--- config.mk ---
export PLATFORM = sky130hd
export DESIGN_NAME = wave_usb_reader
export DESIGN_NICKNAME = d
export VERILOG_FILES = /design/src/rtl/wave_usb_reader.sv
export SDC_FILE = /design/constraint.sdc
export NUM_CORES = 1
export LEC_CHECK = 0
export ABC_CLOCK_PERIOD_IN_PS = 5000
export CORE_UTILIZATION = 45
export CTS_CLUSTER_SIZE = 24
export DETAILED_ROUTE_END_ITERATION = 10
export PLACE_DENSITY_LB_ADDON = 0.25
export SLEW_MARGIN = 40
export SYNTH_ARGS = -nofsm -noshare
export SYNTH_HDL_FRONTEND = slang
export SYNTH_SLANG_ARGS = --single-unit
--- constraint.sdc ---
create_clock -name CLK -period 5 [get_ports CLK]
set_input_delay 1 -clock CLK [delete_from_list [all_inputs] [get_ports CLK]]
set_output_delay 1 -clock CLK [all_outputs]
set_load 0.1 [all_outputs]
--- src/rtl/wave_usb_reader.sv ---
// Waveform RAM readout into an FT245-style USB FIFO: each DW-bit sample goes out as two
// bytes (high first), each byte gated by the synchronized TXE# and strobed WR_PW cycles wide.
module wave_usb_reader #(
    parameter int AW      = 10,
    parameter int DW      = 10,
    parameter int WR_PW   = 4,
    parameter int DEF_LEN = 128
) (
    input  logic          CLK,
    input  logic          RES,
    input  logic          START,
    input  logic          ADDR_CLR,
    input  logic [AW:0]   LEN,
    output logic [AW-1:0] RADDR,
    input  logic [DW-1:0] RDATA,
    input  logic          TXE_N,
    output logic [7:0]    USB_D,
    output logic          USB_WR,
    output logic          BUSY,
    output logic          DONE
);

    localparam int PW_W = (WR_PW > 1) ? $clog2(WR_PW) : 1;

    typedef enum logic [2:0] {
        S_IDLE, S_FETCH, S_CAPT, S_WAIT, S_STRB, S_RECOV
    } state_t;

    state_t          state, state_nx;
    logic            txe_m, txe_s;
    logic [AW:0]     cnt;
    logic            byte_lo;
    logic [7:0]      sample_lo;
    logic [7:0]      rdata_hi;
    logic [PW_W-1:0] pw_cnt;
    logic            pw_last;
    logic            last_byte;

    assign pw_last   = (pw_cnt == PW_W'(WR_PW - 1));
    assign last_byte = byte_lo && (cnt == (AW+1)'(1));
    assign BUSY      = (state != S_IDLE);
    assign DONE      = (state == S_RECOV) && last_byte;

    // Upper sample bits zero-padded into the high byte
    always_comb begin
        rdata_hi = '0;
        rdata_hi[DW-9:0] = RDATA[DW-1:8];
    end

    always_ff @(posedge CLK) begin
        if (RES) state <= S_IDLE;
        else     state <= state_nx;
    end

    always_comb begin
        state_nx = state;
        case (state)
            S_IDLE:  if (START) state_nx = S_FETCH;
            S_FETCH: state_nx = S_CAPT;
            S_CAPT:  state_nx = S_WAIT;
            S_WAIT:  if (!txe_s) state_nx = S_STRB;
            S_STRB:  if (pw_last) state_nx = S_RECOV;
            S_RECOV: begin
                if (!byte_lo)          state_nx = S_WAIT;
                else if (last_byte)    state_nx = S_IDLE;
                else                   state_nx = S_FETCH;
            end
            default: state_nx = S_IDLE;
        endcase
    end

    // USB_D is loaded on entry to WAIT and left untouched through STRB and RECOV
    always_ff @(posedge CLK) begin
        if (RES) begin
            txe_m     <= 1'b1;
            txe_s     <= 1'b1;
            RADDR     <= '0;
            USB_D     <= '0;
            USB_WR    <= 1'b0;
            cnt       <= '0;
            byte_lo   <= 1'b0;
            sample_lo <= '0;
            pw_cnt    <= '0;
        end else begin
            txe_m  <= TXE_N;
            txe_s  <= txe_m;
            USB_WR <= (state_nx == S_STRB);
            case (state)
                S_IDLE: begin
                    if (ADDR_CLR) RADDR <= '0;
                    if (START) begin
                        cnt     <= (LEN == '0) ? (AW+1)'(DEF_LEN) : LEN;
                        byte_lo <= 1'b0;
                    end
                end
                S_CAPT: begin
                    sample_lo <= RDATA[7:0];
                    USB_D     <= rdata_hi;
                end
                S_STRB: pw_cnt <= pw_last ? '0 : pw_cnt + PW_W'(1);
                S_RECOV: begin
                    if (!byte_lo) begin
                        byte_lo <= 1'b1;
                        USB_D   <= sample_lo;
                    end else begin
                        byte_lo <= 1'b0;
                        RADDR   <= RADDR + AW'(1);
                        cnt     <= cnt - (AW+1)'(1);
                    end
                end
                default: ;
            endcase
        end
    end

endmodule

Yosys cells after proc, flatten, opt, wreduce, memory -nomap -nowiden
Index checks and enable logic that the tools add are counted. Widths: inputs -> output; s select.

Register bits after elaboration: 46. Input bits: 26. Output and inout bits: 21. Logic and storage cells: 55.

$add $sub $neg: 3. Equality and inequality tests: 12. Mux-type cells: 19. Reductions and logical operators: 11.

Operator list (number): $mux 11 (3); $pmux 11 s2 (1); $mux 10 (2); $pmux 10 s2 (1); $pmux 3 s6 (1); $pmux 8 s2 (1); $eq 11x1->1 const B (1); $logic_not 11->1 (1); $sub 11x1->11 const B (1); $add 10x1->10 const B (1); $eq 3x3->1 const B (3); $mux 3 (3); $mux 8 (1); $ne 2x2->1 const B (4); $eq 3x2->1 const B (2); $reduce_and 3->1 (2); $mux 2 (2); $reduce_and 2->1 (2); $reduce_bool 2->1 (2); $eq 3x1->1 const B (1); $logic_not 3->1 (1); $mux 1 (3); $reduce_bool 3->1 (1); $add 2x1->2 const B (1); other kinds (3) (4).

Depth between registers and ports, before layout
Gate-level depths: netlist (run 1).

Depth in word-level cells: 6. Gate-level depth with buffers: 7. Gate-level depth less buffers: 6.

Worst setup path after synthesis (run 1)
No wires, ideal clock.

Path kind: flip-flop to output port. Start: register state[2]. End: output port DONE. Arrival: 3.908 ns. Data required time: 4.000 ns. Slack: 0.092 ns. Cell stages (with the launch flop): 5. Path buffers: 2. Cells stage by stage: dfxtp_1 -> buf_2 -> nand3b_2 -> clkbuf_1 -> nor4_1.

Longest elaborated chain between the ends: 2.

Ends and longest elaborated chain: from (decl) (RTL line 29) `state_t state, state_nx;`; from (signal assigned) (RTL line 52) `else state <= state_nx;`; $eq 3x3->1 (RTL line 42) `assign DONE = (state == S_RECOV) && last_byte;`; $logic_and 1x1->1 (RTL line 42); to (decl) (RTL line 20) `output logic DONE`.

Every way passes these cells.

Worst setup path in the final report (run 1)
Same ends and word-level chain as after synthesis.

==> qor.yml, run 1 <==
top_layer: "met4"
critPathMaxStageDelay_ns: 0.62
io_pins: 47
path_class: "flip-flop to primary output"
fp-row-count: 25
rr_worst_depth: 4
ys_seq_elements: 46
slew_headroom_pct: 44.4
p_leak_nw: 1.07
fin_setup_tns_ns: 0
postCtsHoldBufs: 0
cp-start-kind: "flip-flop"
cts.repair.resized: 0
powerDensity_nw_per_um2: 294
status: "finished clean"
r2r_start: "state[2]"
async_flop_share_pct: 0
htreeDepth: 2
grt_pass1_wl_um: 8180
viasPerCell: 5.39
ant_nets: 0
wl_met1_um: 2410
hp-start: "txe_m"
grt_usage_pct: 19.9
hold_slack_ns: 0.420
die_height_um: 72.8
fin_area_um2: 2720
period_needed_ns: 3.28
detailedPlace.worstSlack_ns: 2.03
cts_tree: "built"
power_mw: 0.800
hold_class: "flip-flop to flip-flop"
cp.arrival_ns: 2.28
drive_above_1_share_pct: 13.7
rsz0062_at_grt: "no"
synth-simple-area-share_pct: 26.8
tightest_slew_ns: 0.834
clockBufferDepth: 2
num_vias: 1974
wire_per_inst_um: 13.5
insertion_delay_ns: 0.30
synth_top_family_by_area: "simple AND/OR/NAND/NOR gates"
yosys_most_used_dff: "dfxtp_1"
die_area_um2: 5300
grt_max_degree: 32
max-cap-violations: 0
cts_setup_buffers: 0
ff2ff_setup_slack_ns: 2.81
synth_top_area_share_pct: 40.8
drc_errors: 0
grt_antenna_before_repair: 0
ir_worst_vdd_mv: 0.215
cp_max_fo: 26
worst_clock_skew_ns: 0.0101
drt_wl_total_um: 4930
synth_xor_area_share_pct: 2.72
crit_slowest_cell: "dfxtp_1"
synth_area_leaders: "dfxtp_1, nor2_1, a21oi_1"
root_buffer: "clkbuf_8"
synth-compound-area-share_pct: 18.1
num_antenna_cells: 0
clk_pin_slew_worst_paths_ns: 0.09
cts_made_buffers: 5
met3_length_um: 315
synthCells: 261
dpl_cell_area_um2: 2610
hold_viol: 0
wl_met2_um: 2170
clock-sinks: 46
die_w_um: 72.8
core_um2: 4790
grt_pass1_vias: 1776
whs_endpoint: "txe_s"
nNetsFinal: 328
avgSynthCellArea_um2: 8.64
synthMuxAreaShare_pct: 4.44
drtIter0Drc: 116
ys_seq_area_share_pct: 40.8
dr.pass1.iters: 4
fmax_ghz: 0.305
crit_path_end_kind: "primary output"
synth_most_common_cell: "dfxtp_1"
synth_edf_count: 0
yosys.area.top_type: "dfxtp_1"
cp.required_ns: 4.00
hold_depth: 1
grt_overflow_total: 0
crit_chain: "nand3b_2, nor4_1, buf_2"
routabilityCongestion: 0.837
fin_ws_ns: 1.72
synth_fa_ha_area_share_pct: 2.22
r2r-end: "cnt[5]"
synthToLayoutAreaGrowth_pct: 20.6
yosysWarnings: 0
netlist_area_um2: 2250
start_util_pct: 47.1
synth_cell_types: 54
yosys-top-cells-count: "dfxtp_1, nor2_1, a21oi_1"
io_buffers: 46
setup_viol: 0
synth_nets: 291
dpl.hpwl_um: 3360
timing.final.crit_share_pct: 65.6
final_max_slew_viol_count: 0
[power by group]
part / total [mW] / switching [mW] / internal (mW)
Combinational: 0.130 / 0.0760 / 0.0544
Sequential: 0.396 / 0.0158 / 0.381
Clock: 0.273 / 0.124 / 0.149
[layout by cell type, fill, tap and decap left out, types with 6 or more instances in the layout]
master	count
nor4_1	6
clkdlybuf4s50_1	24
buf_2	22
nand2_1	20
inv_1	6
a21oi_1	21
mux2i_1	10
nor2_1	31
xor2_1	7
nand3_1	9
dfxtp_1	46
o21ai_0	13
[cells by family after synthesis]
logic type | Yosys count
flops | 46
simple gates | 108
mux | 10
compound gates | 63
xor+xnor | 7
buf+inv | 23
fa+ha+maj | 4
[how the worst max path moves through the flow]
stage | from | to | slack [ns] | cells past startpoint
5_1_grt | state[2] | DONE | 1.51 | 3
3_5_place_dp | state[2] | DONE | 2.03 | 3
4_1_cts | state[2] | DONE | 1.68 | 3
3_3_place_gp | state[2] | DONE | 1.34 | 3
6_report | state[2] | DONE | 1.72 | 3
2_1_floorplan | state[2] | DONE | 0.09 | 4
[flip-flops by register name, summed over array words and instances (netlist names)]
name / count
RADDR: 10
USB_D: 8
USB_WR: 1
byte_lo: 1
cnt: 11
pw_cnt: 2
sample_lo: 8
state: 3
txe_m: 1
txe_s: 1
[metrics by stage]
stage | util [%] | cells
4_1_cts | 56.8 | 366
3_3_place_gp | 56.8 | 358
5_1_grt | 56.8 | 366
6_report | 56.8 | 366
2_1_floorplan | - | 261
3_5_place_dp | 54.5 | 358
[critical path, delay by kind of cell, from the launching register on]
family,cells,cell delay [ns]
and+or+nand+nor,2,0.88
DFF,1,0.62
buffers and inverters,1,0.48
[cell type report]
type,count,area [µm²]
clock buffers,6,72.6
clock inverters,2,37.5
fillers,451,2070
inverters,6,22.5
multi-input cells,192,1220
flip-flops and latches,46,921
well taps,67,83.8
repair buffers,47,358
[metal layers]
layer,up-vias,track usage (%)
met4,0,6.75
met5,-,0
met1,904,28.1
met2,49,29.6
met3,4,5.25
li1,1017,-
(Power assumes the default switching activity.)
==> inputs of run 2 (changes only) <==
--- a/config.mk
+++ b/config.mk
@@ -5,7 +5,7 @@
 export SDC_FILE = /design/constraint.sdc
 export NUM_CORES = 1
 export LEC_CHECK = 0
-export ABC_CLOCK_PERIOD_IN_PS = 5000
+export ABC_CLOCK_PERIOD_IN_PS = 3400
 export CORE_UTILIZATION = 45
 export CTS_CLUSTER_SIZE = 24
 export DETAILED_ROUTE_END_ITERATION = 10
==> constraint.sdc (replaced) <==
create_clock -name CLK -period 3.4 [get_ports CLK]
set_input_delay 0.68 -clock CLK [delete_from_list [all_inputs] [get_ports CLK]]
set_output_delay 0.68 -clock CLK [all_outputs]
set_load 0.1 [all_outputs]
==> qor.yml, run 2 (synthesis gave the netlist of run 1 again) <==
cts.repair.resized: 0
power_mw: 1.11
cts_made_buffers: 5
clk_pin_slew_worst_paths_ns: 0.08
final_max_slew_viol_count: 0
die_area_um2: 5300
clock-sinks: 46
start_util_pct: 47.1
crit_path_end_kind: "primary output"
hold_class: "flip-flop to flip-flop"
period_needed_ns: 2.59
root_buffer: "clkbuf_8"
grt_usage_pct: 20.0
critPathBufInv: 1
setup_viol: 0
cp.arrival_ns: 1.91
routabilityCongestion: 0.781
io_buffers: 46
ir_worst_vdd_mv: 0.239
timing.final.crit_share_pct: 76.2
grt_pass1_vias: 1819
dr.pass1.iters: 6
num_vias: 2030
clockBufferDepth: 2
detailedPlace.worstSlack_ns: 0.953
die_height_um: 72.8
critPathMaxStageDelay_ns: 0.66
core_um2: 4790
path_class: "flip-flop to primary output"
synthToLayoutAreaGrowth_pct: 22.1
wire_per_inst_um: 13.4
final_common_cell: "dfxtp_1"
grt_overflow_total: 0
insertion_delay_ns: 0.30
postCtsHoldBufs: 0
reg.largest.list: "cnt x11, RADDR x10"
fmax_ghz: 0.386
p_leak_nw: 1.07
ant_nets: 0
die_w_um: 72.8
crit_chain: "or4_1, nor4_4, buf_4"
num_antenna_cells: 0
rsz0062_at_grt: "no"
max-cap-violations: 0
final_cell_mix: "dfxtp_1, nor2_1, clkdlybuf4s50_1, a21oi_1, nand2_1"
fin_ws_ns: 0.811
crit_slowest_cell: "or4_1"
worst_clock_skew_ns: 0.0104
regMostFlops: "cnt"
cts_setup_buffers: 0
grt_max_degree: 26
hold_viol: 0
fp-row-count: 25
tightest_slew_ns: 0.801
nNetsFinal: 330
drc_errors: 0
cp_max_fo: 5
powerDensity_nw_per_um2: 403
cp-start-kind: "flip-flop"
status: "finished clean"
drive_above_1_share_pct: 14.6
drt_wl_total_um: 4940
dpl.hpwl_um: 3400
viasPerCell: 5.52
grt_antenna_before_repair: 0
drtIter0Drc: 149
io_pins: 47
largest_register_ffs: 11
cpLargestDelayFamily: "simple AND/OR/NAND/NOR gates"
fin_setup_tns_ns: 0
cts_tree: "built"
cp.required_ns: 2.72
grt_pass1_wl_um: 8330
slew_headroom_pct: 46.6
htreeDepth: 2
[run 2: cell count changes in the layout (fill, tap and decap cells not counted)]
cell	before	now
buf_4	1	14
buf_2	22	11
bufinv_16	1	0
clkinv_2	0	1
clkinv_4	0	1
clkinvlp_4	1	0
nor4_1	6	5
nor4_4	0	1
[run 2: metal layers]
layer	wire length (µm)	up-vias	track usage (%)
li1	-	1022	-
met1	2450	946	27.8
met2	2190	53	30.4
met3	224	9	4.28
met4	83	0	7.84
met5	0	-	0
[run 2: worst register-to-register path, delay by kind of cell, from the launching register on]
kind	cells	cell delay, ns
AND/OR/NAND/NOR	1	0.77
flip-flops	1	0.64
AO/OA/AOI/OAI	3	0.60
[run 2: area by class of cell]
| cell class | instances | area, µm² |
|---|---|---|
| Clock buffer | 6 | 72.6 |
| Clock inverter | 2 | 13.8 |
| Fill cell | 462 | 2030 |
| Inverter | 6 | 22.5 |
| Multi-Input combinational cell | 192 | 1240 |
| Sequential cell | 46 | 921 |
| Tap cell | 67 | 83.8 |
| Timing Repair Buffer | 49 | 400 |
[run 2: through the flow]
stage | cell area, µm² | instances | hold WS (ns) | util [%]
finish | 2750 | 368 | 0.420 | 57.5
floorplan | 2270 | 261 | 0.389 | -
global route | 2750 | 368 | 0.431 | 57.5
detailed placement | 2670 | 360 | 0.395 | 55.8
CTS | 2760 | 368 | 0.422 | 57.6
global placement | 2720 | 360 | 0.399 | 56.9
[run 2: final timing paths]
kind | cells past startpoint | from | slack, ns | end
setup / recovery | 3 | cnt[6] | 0.81 | DONE
hold / removal | 1 | txe_m | 0.42 | txe_s
setup reg to reg | 4 | state[2] | 1.32 | cnt[6]
hold reg to reg | 1 | txe_m | 0.42 | txe_s
[run 2: power breakdown]
group          switching (mW)  total, mW  internal [mW]
logic                   0.114      0.196         0.0819
registers              0.0240      0.584          0.560
clock network           0.185      0.330          0.145
total                   0.323       1.11          0.787
==> inputs of run 3 (changes only) <==
--- a/config.mk
+++ b/config.mk
@@ -5,7 +5,7 @@
 export SDC_FILE = /design/constraint.sdc
 export NUM_CORES = 1
 export LEC_CHECK = 0
-export ABC_CLOCK_PERIOD_IN_PS = 3400
+export ABC_CLOCK_PERIOD_IN_PS = 2200
 export CORE_UTILIZATION = 45
 export CTS_CLUSTER_SIZE = 24
 export DETAILED_ROUTE_END_ITERATION = 10
==> constraint.sdc (replaced) <==
create_clock -name CLK -period 2.2 [get_ports CLK]
set_input_delay 0.44 -clock CLK [delete_from_list [all_inputs] [get_ports CLK]]
set_output_delay 0.44 -clock CLK [all_outputs]
set_load 0.1 [all_outputs]
==> qor.yml, run 3 (synthesis gave the netlist of run 1 again) <==
cp.arrival_ns: 1.75
wire_per_inst_um: 13.7
dpl.hpwl_um: 3730
ant_nets: 0
grt_overflow_total: 0
final_cell_mix: "dfxtp_1, buf_4, nor2_1, clkdlybuf4s50_1, a21oi_1"
timing.final.crit_share_pct: 99.7
setup_viol: 0
rr_worst_depth: 6
clock-sinks: 46
ff2ff_setup_slack_ns: 0.33
cp-start-kind: "flip-flop"
grt_pass1_wl_um: 8770
drive_above_1_share_pct: 19.2
die_w_um: 72.8
final_max_slew_viol_count: 0
hold_depth: 1
powerDensity_nw_per_um2: 614
nNetsFinal: 342
path_class: "flip-flop to primary output"
drc_errors: 0
hold_viol: 0
die_area_um2: 5300
largest_register_ffs: 11
period_needed_ns: 2.19
io_buffers: 46
hold_slack_ns: 0.423
r2r-end: "cnt[10]"
grt_max_degree: 19
clk_pin_slew_worst_paths_ns: 0.08
num_antenna_cells: 0
rsz0062_at_grt: "yes"
detailedPlace.worstSlack_ns: -0.0301
final_common_cell: "dfxtp_1"
tightest_slew_ns: 0.512
clockBufferDepth: 2
hp-start: "txe_m"
start_util_pct: 47.1
routabilityCongestion: 0.858
nFillCells: 439
status: "finished clean"
reg.largest.list: "cnt x11, RADDR x10"
fp-row-count: 25
viasPerCell: 5.50
drtIter0Drc: 176
fin_ws_ns: 0.00609
grt_usage_pct: 21.2
htreeDepth: 2
cts_tree: "built"
r2r_start: "cnt[0]"
crit_path_end_kind: "primary output"
insertion_delay_ns: 0.30
cp.required_ns: 1.76
ir_worst_vdd_mv: 0.513
num_vias: 2090
drt_wl_total_um: 5200
fmax_ghz: 0.456
max-cap-violations: 0
io_pins: 47
regMostFlops: "cnt"
root_buffer: "clkbuf_8"
die_height_um: 72.8
cp_max_fo: 2
grt_pass1_vias: 1929
dr.pass1.iters: 4
core_um2: 4790
whs_endpoint: "txe_s"
cts_made_buffers: 5
p_leak_nw: 1.14
slew_headroom_pct: 65.8
grt_antenna_before_repair: 0
worst_clock_skew_ns: 0.00621
synthToLayoutAreaGrowth_pct: 29.2
hold_class: "flip-flop to flip-flop"
run 3: cell count changes in the layout (fill, tap and decap cells not counted):
cell,change
buf_4,+20
or4_1,-1
dfxtp_2,+3
or4_4,+1
buf_12,+2
clkinv_4,-1
clkdlybuf4s50_1,+1
clkbuf_1,-1
clkbuf_8,+1
dfxtp_1,-3
buf_2,-11
clkinvlp_4,+1
run 3: power breakdown:
| part | total, mW | switching [mW] | internal [mW] |
|---|---|---|---|
| combinational | 0.350 | 0.190 | 0.160 |
| sequential | 0.898 | 0.0325 | 0.866 |
| clock | 0.539 | 0.287 | 0.253 |
| total | 1.79 | 0.509 | 1.28 |
run 3: cell type report:
cell class / count / area, µm² / area share [%]
multi-input combinational: 192 / 1240 / 42.6
tap: 67 / 83.8 / 2.88
sequential: 46 / 925 / 31.7
clock inverter: 2 / 12.5 / 0.429
inverter: 6 / 22.5 / 0.773
timing repair buffer: 61 / 546 / 18.7
clock buffer: 6 / 82.6 / 2.83
run 3: critical path, stage by stage, from the launching register on:
cell and delay, ns:
dfxtp_1 0.32, or4_4 0.56, nor4_4 0.37, buf_12 0.22
run 3: worst max path at each step:
stage,start,endpoint,slack (ns),depth (start not counted)
floorplan,cnt[4],DONE,-0.24,2
global placement,LEN[4],cnt[7],0.06,5
detailed placement,LEN[4],cnt[7],-0.03,5
CTS,cnt[9],DONE,0.005,3
global route,cnt[4],DONE,-0.03,3
finish,cnt[9],DONE,0.006,3
run 3: layer usage:
layer	share of wire (%)	vias up	global-route usage, %
met4	1.1	0	7.19
met2	46	57	33.9
li1	-	1052	-
met1	49	974	28.4
met3	4.2	7	4.56
met5	0	-	0
run 3: timing repair:
action / in CTS / in global routing
pin swaps: 2 / 0
gates resized for setup: 0 / 1
hold buffers: 0 / 0
setup buffers: 1 / 0
gates cloned: 0 / 0
endpoints found under the setup margin: 1 / 1
run 3: stage by stage:
stage	area [µm²]	setup TNS, ns	utilization (%)	cells	total power [mW]
6_report	2910	0	60.9	380	1.79
4_1_cts	2910	0	60.9	380	1.80
3_3_place_gp	2810	0	58.7	371	1.25
2_1_floorplan	2280	-0.237	-	261	1.14
3_5_place_dp	2810	-0.0301	58.7	371	1.26
5_1_grt	2910	-0.0286	60.9	380	1.87
